### src/rtl/col_parity_ctrl.sv
// col_parity_ctrl: Moore sequencer that walks all slices once per run, driving the
// slice counter, the previous-line register load and the memory read/write strobes.
module col_parity_ctrl #(
    parameter int NUM_SLICES = 64,
    parameter int CNT_W      = 7,
    parameter int ADDR_W     = 6
) (
    input  logic              clk,
    input  logic              rst,
    input  logic              start,
    input  logic [CNT_W-1:0]  cnt_value,
    output logic              cnt_en,
    output logic              cnt_rst,
    output logic              inreg_en,
    output logic              rd_en,
    output logic [ADDR_W-1:0] rd_addr,
    output logic              wr_en,
    output logic [ADDR_W-1:0] wr_addr,
    output logic              busy,
    output logic              done
);
    typedef enum logic [2:0] {IDLE, PRELOAD, CAPTURE, READ, CALC, DONE} state_t;
    localparam logic [CNT_W-1:0]  LAST_CNT  = CNT_W'(NUM_SLICES - 1);
    localparam logic [ADDR_W-1:0] LAST_ADDR = ADDR_W'(NUM_SLICES - 1);
    state_t state_q, state_d;
    always_ff @(posedge clk or posedge rst) begin
        if (rst) state_q <= IDLE;
        else     state_q <= state_d;
    end
    // Termination compares the full counter, so a wider counter cannot wrap the address.
    always_comb begin
        state_d = state_q;
        unique case (state_q)
            IDLE:    state_d = start ? PRELOAD : IDLE;
            PRELOAD: state_d = CAPTURE;
            CAPTURE: state_d = READ;
            READ:    state_d = CALC;
            CALC:    state_d = (cnt_value == LAST_CNT) ? DONE : READ;
            DONE:    state_d = IDLE;
            default: state_d = IDLE;
        endcase
        cnt_rst  = (state_q == IDLE) || (state_q == PRELOAD);
        cnt_en   = state_q == CALC;
        inreg_en = (state_q == CAPTURE) || (state_q == CALC);
        rd_en    = (state_q == PRELOAD) || (state_q == READ);
        rd_addr  = (state_q == PRELOAD) ? LAST_ADDR :
                   (state_q == READ)    ? cnt_value[ADDR_W-1:0] : '0;
        wr_en    = state_q == CALC;
        wr_addr  = (state_q == CALC) ? cnt_value[ADDR_W-1:0] : '0;
        busy     = state_q != IDLE;
        done     = state_q == DONE;
    end
endmodule
### config.mk
export PLATFORM = sky130hd
export DESIGN_NAME = col_parity_ctrl
export DESIGN_NICKNAME = d
export VERILOG_FILES = /design/src/rtl/col_parity_ctrl.sv
export SDC_FILE = /design/constraint.sdc
export NUM_CORES = 1
export LEC_CHECK = 0
export BUFFER_PORTS_ARGS = -buffer_cell sky130_fd_sc_hd__buf_2
export CAP_MARGIN = 10
export CORE_AREA = 4 4 41 43
export DETAILED_ROUTE_END_ITERATION = 12
export DIE_AREA = 0 0 45 47
export GPL_ROUTABILITY_DRIVEN = 1
export HOLD_SLACK_MARGIN = 0.03
export SYNTH_ARGS = -nofsm -noshare
export SYNTH_HDL_FRONTEND = slang
export SYNTH_SLANG_ARGS = --single-unit
export TNS_END_PERCENT = 30
### constraint.sdc
create_clock -name clk -period 1 [get_ports clk]
set_input_delay 0.05 -clock clk [delete_from_list [all_inputs] [get_ports clk]]
set_output_delay 0.05 -clock clk [all_outputs]
set_load 0.01 [all_outputs]
* After elaboration in Yosys (flattened, before gate mapping) *
Cells that the tools add are included.

storage, ports and cells
  flip-flop bits (word level) = 3
  latch bits = 0
  RAM bits = 0
  bits in read-only memories = 0
  memories = 0

cells by class
  add/sub/neg operators = 0
  $mul = 0
  div/mod/pow operators = 0
  magnitude comparators = 0
  eq/ne operators = 6
  shift-type cells = 0
  multiplexer cells = 6
  bitwise gates (word level) = 0
  reduce and logical (&&, ||, !) cells = 5

operators by type and width
  kind                                                              count
  6-bit two-way mux                                                 3
  3-bit case mux with 5 select lines                                1
  7-bit by 6-bit == test with 1-bit output (second input constant)  1
  3-bit by 2-bit == test with 1-bit output (second input constant)  2
  3-bit == test (second input constant)                             2
  3-bit by 1-bit == test with 1-bit output (second input constant)  1
  3-bit zero test                                                   1
  1-bit logical OR                                                  3
  3-bit two-way mux                                                 1
  3-bit nonzero test                                                1
  1-bit two-way mux                                                 1

* Longest topological paths before layout *
Gate-level depths: netlist of the first run.

  depth in word-level cells = 3
  mapped depth = 5
  gate-level depth less buffers = 3

* Least setup slack after synthesis of the first run *
Ideal clock, no wire load.

  kind = reg-to-output
  start = register state_q[1]
  end = output port wr_addr[0]
  arrival = 1.079 ns
  data required time = 0.950 ns
  slack = -0.129 ns
  cell stages (with the launch flop) = 5
  cell sequence = dfrtp_1 > buf_2 > nor3b_4 > inv_2 > nor2_1

on the way
  cells in the longest elaborated chain, start to end = 2

RTL lines
  what                    RTL line  RTL
  from (decl)             25        state_t state_q, state_d;
  from (signal assigned)  28        else state_q <= state_d;
  3-bit == test           -
  net cnt_en              12        output logic cnt_en,
  6-bit two-way mux       49        wr_addr = (state_q == CALC) ? cnt_value[ADDR_W-1:0] : '0;
  to (decl)               18        output logic [ADDR_W-1:0] wr_addr,

The timed path passes the listed nets, and every way through them passes these cells.

* Final worst setup path of the first run *
  start = register state_q[1]
  end = output port wr_addr[5]

on the way
  cells in the longest elaborated chain, start to end = 2

RTL lines
  what               RTL line
  3-bit == test      49
  6-bit two-way mux  49

Every way passes these cells.

==> results of run 1 <==
==> report_power, final <==
part,switching (W),internal (W)
registers,0.0000972,0.000190
clock network,0.0000684,0.000150
logic,0.000670,0.000640
==> stage by stage <==
stage / instance area (um^2) / TNS [ns] / hold WS, ns
6_report: 579 / -5.15 / 0.113
5_1_grt: 579 / -6.52 / 0.124
4_1_cts: 574 / -5.27 / 0.129
3_5_place_dp: 510 / -1.56 / -0.0772
3_3_place_gp: 510 / -1.32 / -0.0793
2_1_floorplan: 345 / -0.754 / -0.196
==> final cells by class <==
| type | count | area, um^2 |
|---|---|---|
| fill | 143 | 722 |
| tap | 15 | 18.8 |
| clock buffer | 4 | 26.3 |
| inverter | 9 | 38.8 |
| multi-input combinational | 29 | 195 |
| timing repair buffer | 37 | 223 |
| sequential | 3 | 77.6 |
==> placed cells by master (no fill, tap or decap), types with 2 or more instances in the layout <==
cell,count
sky130_fd_sc_hd__nand2_1,3
sky130_fd_sc_hd__nor2_2,6
sky130_fd_sc_hd__nor2_1,4
sky130_fd_sc_hd__buf_4,8
sky130_fd_sc_hd__buf_6,2
sky130_fd_sc_hd__a21oi_1,6
sky130_fd_sc_hd__clkbuf_4,3
sky130_fd_sc_hd__dfrtp_2,2
sky130_fd_sc_hd__inv_1,7
sky130_fd_sc_hd__inv_4,2
sky130_fd_sc_hd__buf_2,26
==> per-layer routing <==
| layer | track usage | up-vias | share of wire | wire [um] |
|---|---|---|---|---|
| met2 | 0.169 | 23 | 0.46 | 478 |
| met5 | 0 | - | 0 | 0 |
| li1 | - | 215 | - | - |
| met3 | 0.0345 | 0 | 0.11 | 119 |
| met1 | 0.142 | 181 | 0.42 | 440 |
| met4 | 0.0702 | 0 | 0 | 0 |
==> critical path: stages, from the launching register on <==
cell and delay (ns):
sky130_fd_sc_hd__dfrtp_2 0.43, sky130_fd_sc_hd__nor3b_4 0.27, sky130_fd_sc_hd__inv_4 0.10, sky130_fd_sc_hd__nor2_2 0.11, sky130_fd_sc_hd__buf_2 0.13
==> timing repair <==
action | CTS | global route
setup buffers | 1 | 0
resized for setup | 6 | 1
hold endpoints to repair | 3 | 0
pin swaps | 1 | 1
hold buffers | 1 | 0
endpoints found under the setup margin | 21 | 22
gates cloned | 0 | 0
==> cells by family (layout without fill, tap and decap cells) <==
kind of cell | count (synthesis) | after routing
and+or+nand+nor | 19 | 19
xor gates and xnor gates | 1 | 1
DFF | 3 | 3
buffers and inverters | 14 | 50
AOI/OAI and AO/OA | 9 | 9
==> how the worst max path moves through the flow <==
| stage | from | to | slack, ns | cells after the start |
|---|---|---|---|---|
| after detailed placement | state_q[0] | state_q[2] | -0.17 | 3 |
| after floorplan | state_q[1] | state_q[1] | -0.11 | 4 |
| after global routing | state_q[1] | wr_addr[2] | -0.38 | 4 |
| after CTS | state_q[1] | wr_addr[2] | -0.31 | 4 |
| after global placement | state_q[0] | state_q[2] | -0.11 | 3 |
| final | state_q[1] | wr_addr[5] | -0.33 | 4 |
==> results by stage, run 1 <==
Clock network:
- Counting the buffers created by CTS gives 3.
- The H-tree depth is 1.
- The number of buffers on the longest clock path is 2.
- After clock tree synthesis, the clock-pin slew on the worst setup and hold paths is roughly 0.040 ns.
- The tree built by TritonCTS fans out to 3 sinks.
- The clock latency reported for the late side of the worst-skew pair is 0.24 ns.
- The root buffer selected by CTS is sky130_fd_sc_hd__clkbuf_4.
- The clock tree from TritonCTS is done.

Placement:
- The global placer's final weighted congestion is between 0.6 and 0.7.
- Before CTS, the worst setup slack after placement is -0.167 ns.
- The post-placement cell count is 91.
- The number of buffers inserted by port buffering is 28.
- The HPWL after detailed placement is 807 um.

Synthesis:
- The largest total area in the synthesized netlist belongs to sky130_fd_sc_hd__dfrtp_1.
- Synthesis produced a netlist with a net count of 56.
- The number of synthesized register bits is 3.
- Among all flip-flop cells after synthesis, the most frequent one is sky130_fd_sc_hd__dfrtp_1.
- Of the total synthesized cell area, the portion taken by AND, OR, NAND and NOR gates is 0.317.
- In the synthesized netlist the async set-or-reset flop fraction comes to 1.00.
- The post-synthesis instance total is between 40 and 50.
- Averaged over all synthesized cells, the footprint is roughly 7 um^2.
- After synthesis, the largest family of logic cells by area is simple AND/OR/NAND/NOR gates.
- During synthesis, Yosys emitted a total of 0 warnings.
- Counting instances in the post-synthesis netlist gives the leading cell types as 10 x sky130_fd_sc_hd__nor2_1, 7 x sky130_fd_sc_hd__inv_1, 6 x sky130_fd_sc_hd__a21oi_1.
- The number of synthesized flops with an enable pin is 0.
- The leading cell type by number of instances after synthesis is sky130_fd_sc_hd__nor2_1.
- The share of the Yosys chip area taken by registers is 0.232.
- The share of synthesized area spent on multiplexers is 0.
- The netlist area before placement is between 300 and 400 um^2.
- Of the total synthesized cell area, the portion taken by full adders, half adders and majority gates is 0.
- The count of different cell masters after synthesis is 20.
- The fraction of the mapped netlist area in compound gates is 0.189.
- The xor and xnor fraction of the mapped netlist area is 0.0270.
- Sorting the synthesized cells by area gives the leading types as sky130_fd_sc_hd__dfrtp_1 23%, sky130_fd_sc_hd__nor2_1 12%, sky130_fd_sc_hd__a21oi_1 9.3%.
- The share of synthesized area in the top cell type comes to 0.232.

Floorplanning:
- The floorplan die area is between 0.002 and 0.0025 mm^2.
- The area of the core is ~0.0013 mm^2.
- For this configuration, the core starts out at a cell density of 0.249.
- The number of core rows is 13.
- For this design the top-level I/O count stands at 29.
- Measured along the x axis, the die boundary spans about 45 um.
- The die is about 47 um tall.

Critical path:
- By startpoint and endpoint, the worst setup path is classified as register to output port.
- In this run the critical register-to-register path is launched from state_q[1].
- The worst setup path is launched from a register.
- At the worst endpoint, the required time is 0.95 ns.
- Along the worst path, the maximum fanout reaches 7.
- The worst register-to-register path ends at state_q[2].
- The register-to-register setup slack is -0.06 ns.
- STA classifies the critical path endpoint as an output port.
- Counting cells, the worst reg-to-reg path comes to 3.
- Data arrives at the worst endpoint at roughly 1.3 ns.

Final layout:
- The area growth from synthesis to layout is 78.8%.
- In the final layout, the share of cells above drive strength 1 is 0.659.
- In the final design database the tool counted between 90 and 100 nets.
- In the final layout, the registers with the most flip-flops are state_q x3.
- The flip-flop count of the largest register after layout is 3.
- The register with the highest flop count is state_q.
- 0 antenna diodes ended up in the layout.
- The final standard cell count with taps included and fillers excluded is between 90 and 100.
- The post-route core utilization is 0.445.

Routing:
- The via-per-instance ratio is roughly 4.3.
- The number of design rule violations left after detail routing is 0.
- After detailed routing, the average wire length per cell comes to ~11 um.
- For this run, the detailed router's first-pass iteration total came to 3.
- The final route contains 419 vias.
- The final wirelength is 1040 um.
- Once detail routing completed, the nets flagged for antenna violations numbered 0.
- The detailed router finished its first iteration with 6 violations.

Timing:
- Once routing completed, OpenROAD measured the worst setup slack at -0.329 ns.
- The final count of pins violating max slew was 0.
- Setup violations remaining at the end of the flow were counted as 21.
- The actual slew at the worst max-slew pin is 0.307 ns.
- The count of final hold-check violations was 0.
- The worst slew margin relative to its limit is 0.793.
- The minimum clock period is roughly 1.3 ns.
- The post-route fraction of the period consumed by the critical path is 1.33.
- The worst clock skew on the final layout is between 0.004 and 0.005 ns.
- Setup repair after global routing could not meet its margin everywhere.
- Static timing analysis puts the maximum clock frequency at 752 MHz.

Min path:
- The worst min-delay path category is input pin to register.
- Counting instances, the worst hold path has a depth of 3.
- For hold timing, the worst endpoint is state_q[0].
- The start point of the worst hold path is start.

Global routing:
- The via count of the first global-routing pass came to between 400 and 500.
- The first global-routing pass estimated 1690 um of wire.
- After global routing the overflow that remains totals 0.
- The initial antenna violation count is 0.
- The pin count of the biggest net entering global routing is 10.
- The total global routing track utilization is 0.113.

Power and ir drop:
- The static leakage is approximately 0.33 nW.
- The power density over cell area is between 3000 and 4000 mW/mm^2.
- Across the VDD grid, the largest voltage drop is about 0.0011 V.
- The overall power after layout is 0.00182 W.

Run status:
- The flow ran to the end, but the final reports show violations.
- The final reports fail on setup timing.

Run:
- The max capacitance violation total is 0.
Note: power is estimated with default switching activity, not from simulation.
==> inputs of run 2 (changes only) <==
--- a/config.mk
+++ b/config.mk
@@ -7,9 +7,9 @@
 export LEC_CHECK = 0
 export BUFFER_PORTS_ARGS = -buffer_cell sky130_fd_sc_hd__buf_2
 export CAP_MARGIN = 10
-export CORE_AREA = 4 4 41 43
+export CORE_AREA = 2 2 39 41
 export DETAILED_ROUTE_END_ITERATION = 12
-export DIE_AREA = 0 0 45 47
+export DIE_AREA = 0 0 41 43
 export GPL_ROUTABILITY_DRIVEN = 1
 export HOLD_SLACK_MARGIN = 0.03
 export SYNTH_ARGS = -nofsm -noshare
==> results by stage, run 2 (synthesis gave the netlist of run 1 again) <==
Run status:
- The run finished, with violations left.
- The checks that failed: setup timing.

Timing:
- The final count of pins violating max slew is 0.
- Setup repair after global routing could not meet its margin everywhere.
- Measured against its own limit, the worst slew margin works out to 0.790.
- The final count of negative-setup-slack endpoints is 22.
- The worst hold-check slack is 0.132 ns.
- The smallest clock period supported by the final layout is computed as approximately 1.3 ns.
- The count of final hold-check violations was 0.
- Timing would allow up to about 770 MHz.
- Setup slack on the critical path of the routed design comes to -0.299 ns.
- On the final layout, the worst clock skew is about 0.00057 ns.
- The final setup TNS is -4.55 ns.
- Dividing the final minimum period by the clock period gives 1.30.
- At the pin with the least slew margin, the transition time is 0.312 ns.

Final layout:
- The layout has 150 filler cells.
- The largest registers in the layout are state_q x3.
- After the last flow step, the layout net total stands at 94.
- The area growth from synthesis to layout is 88.4%.
- The final standard cell count with taps included and fillers excluded is between 90 and 100.
- The repair_antennas step left the layout with diodes totalling 0.
- The fraction of layout instances using a drive strength above 1 is 0.675.
- More flip-flops sit in one register than any other, and that register is state_q.
- For this run, the share of the core covered by cells in the final layout is 0.441.
- The register with the most flip-flops in the layout has 3 of them.
- The commonest non-fill, non-tap cell in the layout is sky130_fd_sc_hd__buf_2.
- Registers take roughly 75 um^2.
- In the layout the commonest cells are 26 x sky130_fd_sc_hd__buf_2, 7 x sky130_fd_sc_hd__inv_1, 7 x sky130_fd_sc_hd__buf_4, 6 x sky130_fd_sc_hd__nor2_2.
- In the final layout, the multi-input gates occupy about 210 um^2.

Floorplanning:
- The area of the core is around 0.0014 mm^2.
- Measured along the x axis, the die boundary spans ~41 um.
- The floorplan die area is approximately 0.0018 mm^2.
- For this configuration, the core starts out at a cell density of 0.234.
- During I/O placement, the number of pins put on the boundary was 29.
- The die outline height is 43 um.
- The floorplan has 14 rows.

Global routing:
- The initial antenna violation count came to 0.
- The global-route wire length before repair is ~1500 um.
- The pin count of the biggest net entering global routing is 10.
- After global routing the overflow that remains totals 0.
- The total global routing track utilization is 0.133.
- The via count of the first global-routing pass is 376.

Routing:
- The DRC violation total after the first TritonRoute iteration is 6.
- The routed via count is ~440.
- For this run, design rule violations remaining after detail routing come to 0.
- The pre-antenna-repair detailed-routing pass consisted of 2 iterations.
- The routed length per placed instance is between 10 and 15 um.
- The via-per-instance ratio is roughly 4.4.
- After detailed routing, the total wire length is between 900 and 1000 um.
- The detail route stage leaves a number of antenna-violating nets equal to 0.

Power and ir drop:
- In this run the static leakage power is roughly 0.34 nW.
- The overall power after layout is between 0.0015 and 0.002 W.
- The peak supply drop is between 0.001 and 0.0015 V.
- Power spread over the standard cell area amounts to between 3000 and 4000 mW/mm^2.

Placement:
- The half-perimeter wire length after placement is between 700 and 800 um.
- The number of placed instances, taps included, is 90.
- The congestion estimate from routability-driven global placement came to approximately 0.71.
- In this run the tool buffered the top-level ports with 28 buffer cells.

Critical path:
- Broken down by cell family, the worst path's largest delay share belongs to flip-flops.
- The critical path goes through buf_6, or3_1, buf_2.
- The type of element capturing the critical path is an output port.
- The critical path data required time is 0.95 ns.
- The delay of the slowest cell on the worst path is about 0.42 ns.
- The kind of launch point of the worst setup path is a register.
- The maximum fanout count along the critical path is 3.
- The start-to-end type of the worst setup path is register to output port.
- The critical path buffer and inverter count is 2.
- For the worst setup path, the data arrival time is roughly 1.3 ns.
- The slowest stage of the critical path is the sky130_fd_sc_hd__dfrtp_1 cell.

Min path:
- In this run the worst hold path is classified as input pin to register.

Clock network:
- The number of buffers on the longest clock path is 2.
- The clock transition at the registers of the reported paths is around 0.040 ns.
- Counting the buffers created by CTS gives 3.
- TritonCTS built the clock tree.
- The H-tree depth is 1.
- The root buffer selected by CTS is sky130_fd_sc_hd__clkbuf_4.
- The clock latency reported for the late side of the worst-skew pair is about 0.23 ns.
- The clock drives 3 sinks.

Run:
- The max capacitance violation total is 0.
## run 2: where the power goes
part           internal [W]  switching, W
Clock              0.000149     0.0000613
Sequential         0.000182     0.0000830
Combinational      0.000712      0.000726
Total               0.00104      0.000870
## run 2: worst paths after layout
check | slack (ns) | to | cells after the start | startpoint
min in group asynchronous | 0.23 | state_q[2] | 3 | rst
max in group asynchronous | 0.64 | state_q[0] | 3 | rst
worst max register to register | -0.08 | state_q[2] | 4 | state_q[0]
worst max-delay path | -0.30 | busy | 3 | state_q[0]
worst min-delay path | 0.13 | state_q[1] | 3 | cnt_value[6]
worst min register to register | 0.67 | state_q[1] | 3 | state_q[2]
## run 2: worst min-delay path: stages
cell and delay [ns]:
sky130_fd_sc_hd__buf_2 0.08, sky130_fd_sc_hd__nor4_2 0.05, sky130_fd_sc_hd__o221ai_2 0.14
## run 2: area by class of cell
type | count | share of cell area
timing repair buffer | 38 | 0.389
sequential | 3 | 0.123
inverter | 9 | 0.0635
tap | 16 | 0.0328
clock buffer | 4 | 0.0430
multi-input combinational | 29 | 0.348
## run 2: metal layers
layer	wire, um	GRT usage	vias up	share of wire
met2	527	0.191	19	0.53
met3	89	0.0681	0	0.089
met5	0	0	-	0
met4	0	0.0600	0	0
met1	381	0.159	199	0.38
li1	-	-	219	-
## run 2: timing repair
action | in CTS | in global routing
gates resized for setup | 8 | 3
pin swaps | 1 | 1
hold buffers | 1 | 0
buffers inserted | 4 | 0
setup endpoints to repair | 21 | 22
hold endpoints to repair | 3 | 0
## run 2: through the flow
step	setup WS (ns)	cell area (um^2)
3_5_place_dp	-0.118	497
2_1_floorplan	-0.108	345
4_1_cts	-0.302	598
3_3_place_gp	-0.111	497
6_report	-0.299	611
5_1_grt	-0.370	611
==> inputs of run 3 (changes only) <==
--- a/config.mk
+++ b/config.mk
@@ -5,11 +5,12 @@
 export SDC_FILE = /design/constraint.sdc
 export NUM_CORES = 1
 export LEC_CHECK = 0
-export BUFFER_PORTS_ARGS = -buffer_cell sky130_fd_sc_hd__buf_2
 export CAP_MARGIN = 10
 export CORE_AREA = 2 2 39 41
+export CTS_CLUSTER_SIZE = 16
 export DETAILED_ROUTE_END_ITERATION = 12
 export DIE_AREA = 0 0 41 43
+export DONT_BUFFER_PORTS = 1
 export GPL_ROUTABILITY_DRIVEN = 1
 export HOLD_SLACK_MARGIN = 0.03
 export SYNTH_ARGS = -nofsm -noshare
==> results by stage, run 3 (synthesis gave the netlist of run 1 again) <==
Floorplanning:
- The floorplan die area is roughly 0.0018 mm^2.
- The starting density of the core is 0.234.
- From left edge to right edge, the die measures ~41 um.
- The area of the core is ~0.0014 mm^2.
- Row generation in the floorplan step produced 14 rows.
- 29 I/O pins were placed.
- The floorplan step set the die height to 43 um.

Min path:
- In this run the worst hold path is classified as input pin to register.

Routing:
- The routed via count is between 300 and 400.
- The number of nets with antenna violations after routing is 0.
- The number of iterations in the first detailed-routing pass is 2.
- Using the TritonRoute via totals, the vias-per-cell ratio works out to ~4.6.
- The number of design rule violations left after detail routing is 0.
- In the final routed layout, each cell accounts on average for between 10 and 15 um.
- After the first detailed-routing iteration, the DRC count stood at 1.
- The final wirelength is roughly 930 um.

Timing:
- The count of final hold-check violations is 0.
- The final count of pins violating max slew was 0.
- Based on the critical path, the design can be clocked at up to 775 MHz.
- The minimum clock period is 1.29 ns.
- The final count of negative-setup-slack endpoints is 20.
- The final worst-path setup slack is -0.290 ns.
- For the final database, setup skew stands at ~0.0015 ns.
- In the final timing run, aggregate negative setup slack is -3.71 ns.
- The post-route fraction of the period consumed by the critical path is 1.29.
- Setup repair after global routing could not meet its margin everywhere.
- The worst slew margin relative to its limit is 0.781.
- At the pin with the least slew margin, the transition time is roughly 0.33 ns.

Global routing:
- The met1 track demand over resource is 0.145.
- The sum of overflow across all layers after global routing is 0.
- The via count of the first global-routing pass is between 300 and 400.
- For this run, global-route usage on met2 was measured as 0.159.
- Entering global routing, the biggest net connects 10 pins.
- For this run, the total global-route usage over all layers was measured as 0.112.
- For this run, global-route usage on met3 was measured as 0.0628.
- In this run the most used layer during global routing was met2.
- The first global-routing pass estimated ~1400 um of wire.
- The initial antenna violation count is 0.

Power and ir drop:
- The analysis attributes to cell leakage a power of 0.227 nW.
- The peak supply drop is between 0.001 and 0.0015 V.
- The power density over cell area is roughly 3500 mW/mm^2.

Critical path:
- The start-to-end type of the worst setup path is register to output port.
- For the worst setup path, the data arrival time is approximately 1.2 ns.
- The type of element capturing the critical path is an output port.
- In this run the worst path has a maximum fanout of 7.
- The critical path data required time is around 0.95 ns.
- The kind of launch point of the worst setup path is a register.

Clock network:
- Buffers inserted during clock tree synthesis total 3.
- In this run the number of H-tree levels came out at 1.
- The clock reaches the later pin of the worst-skew pair after 0.24 ns.
- The root buffer cell chosen for the clock tree is sky130_fd_sc_hd__clkbuf_4.
- The clock tree from TritonCTS is done.
- The number of sinks driven by the clock tree is 3.
- The clock transition at the registers of the reported paths is approximately 0.04 ns.
- The number of buffers on the longest clock path is 2.

Final layout:
- The finished cells cover 510 um^2.
- The post-synthesis to final-layout area growth is 57.5%.
- The fraction of layout instances using a drive strength above 1 is 0.655.
- The post-route core utilization is 0.369.
- For this run, the post-layout net count is slightly below 70.
- The library cells used most frequently in the layout, excluding fill and tap cells, are 9 x sky130_fd_sc_hd__buf_4, 7 x sky130_fd_sc_hd__nor2_2, 7 x sky130_fd_sc_hd__inv_1, 5 x sky130_fd_sc_hd__a21oi_2.
- The commonest non-fill, non-tap cell in the layout is sky130_fd_sc_hd__buf_4.
- The flip-flop count of the largest register after layout is 3.
- The repair_antennas step left the layout with diodes totalling 0.
- More flip-flops sit in one register than any other, and that register is state_q.
- The largest registers in the layout are state_q x3.
- The layout has 154 filler cells.

Placement:
- Once placement finished, the instance area stood at a little under 400 um^2.
- During placement, the flow inserted port buffers numbering 0.
- The half-perimeter wire length after placement is around 700 um.
- The global placer's final weighted congestion is approximately 0.65.
- The setup slack after placement is -0.132 ns.

Run status:
- The checks that failed: setup timing.
- The run finished, with violations left.

Run:
- The max capacitance violation total is 0.
-- run 3: where the power goes --
part	internal [W]	switching, W	total, W
sequential	0.000190	0.0000944	0.000285
combinational	0.000567	0.000697	0.00126
clock	0.000150	0.0000701	0.000220
total	0.000908	0.000861	0.00177
-- run 3: stage by stage --
| stage | cells | power, W | hold WS, ns |
|---|---|---|---|
| CTS | 74 | 0.00166 | 0.0204 |
| global placement | 67 | 0.00130 | -0.182 |
| detailed placement | 67 | 0.00131 | -0.177 |
| global route | 74 | 0.00190 | 0.0424 |
| floorplan | 46 | 0.00108 | -0.196 |
| finish | 74 | 0.00177 | 0.0285 |
-- run 3: worst max-delay path, stage by stage (launching register included) --
cell and delay [ns]:
sky130_fd_sc_hd__dfrtp_2 0.44, sky130_fd_sc_hd__nor3b_4 0.29, sky130_fd_sc_hd__inv_4 0.11, sky130_fd_sc_hd__nor2_2 0.16
-- run 3: worst paths after layout --
kind | start | endpoint | slack (ns) | cells after the start
hold reg to reg | state_q[2] | state_q[1] | 0.64 | 3
setup / recovery | state_q[1] | wr_addr[5] | -0.29 | 3
setup reg to reg | state_q[1] | state_q[2] | -0.13 | 4
max in group asynchronous | rst | state_q[0] | 0.72 | 2
min in group asynchronous | rst | state_q[2] | 0.13 | 2
hold / removal | start | state_q[0] | 0.03 | 2
-- run 3: layout make-up --
| cell class | count | area (um^2) | share of cell area |
|---|---|---|---|
| clock buffers | 4 | 26.3 | 0.0515 |
| repair buffers | 13 | 111 | 0.218 |
| well taps | 16 | 20.0 | 0.0392 |
| inverters | 9 | 38.8 | 0.0760 |
| multi-input cells | 29 | 236 | 0.463 |
| flip-flops and latches | 3 | 77.6 | 0.152 |
-- run 3: what timing repair did --
action                     in CTS  in global routing
gates cloned                    0                  0
hold endpoints to repair        4                  0
setup endpoints to repair      21                 22
pin swaps                       3                  0
gates resized for setup         9                 10
buffers inserted                2                  0
hold buffers                    1                  0
-- run 3: layer usage --
layer  share of wire  up-vias
met1            0.43      153
met3           0.091        0
li1                -      169
met2            0.48       19
met5               0        -
met4               0        0
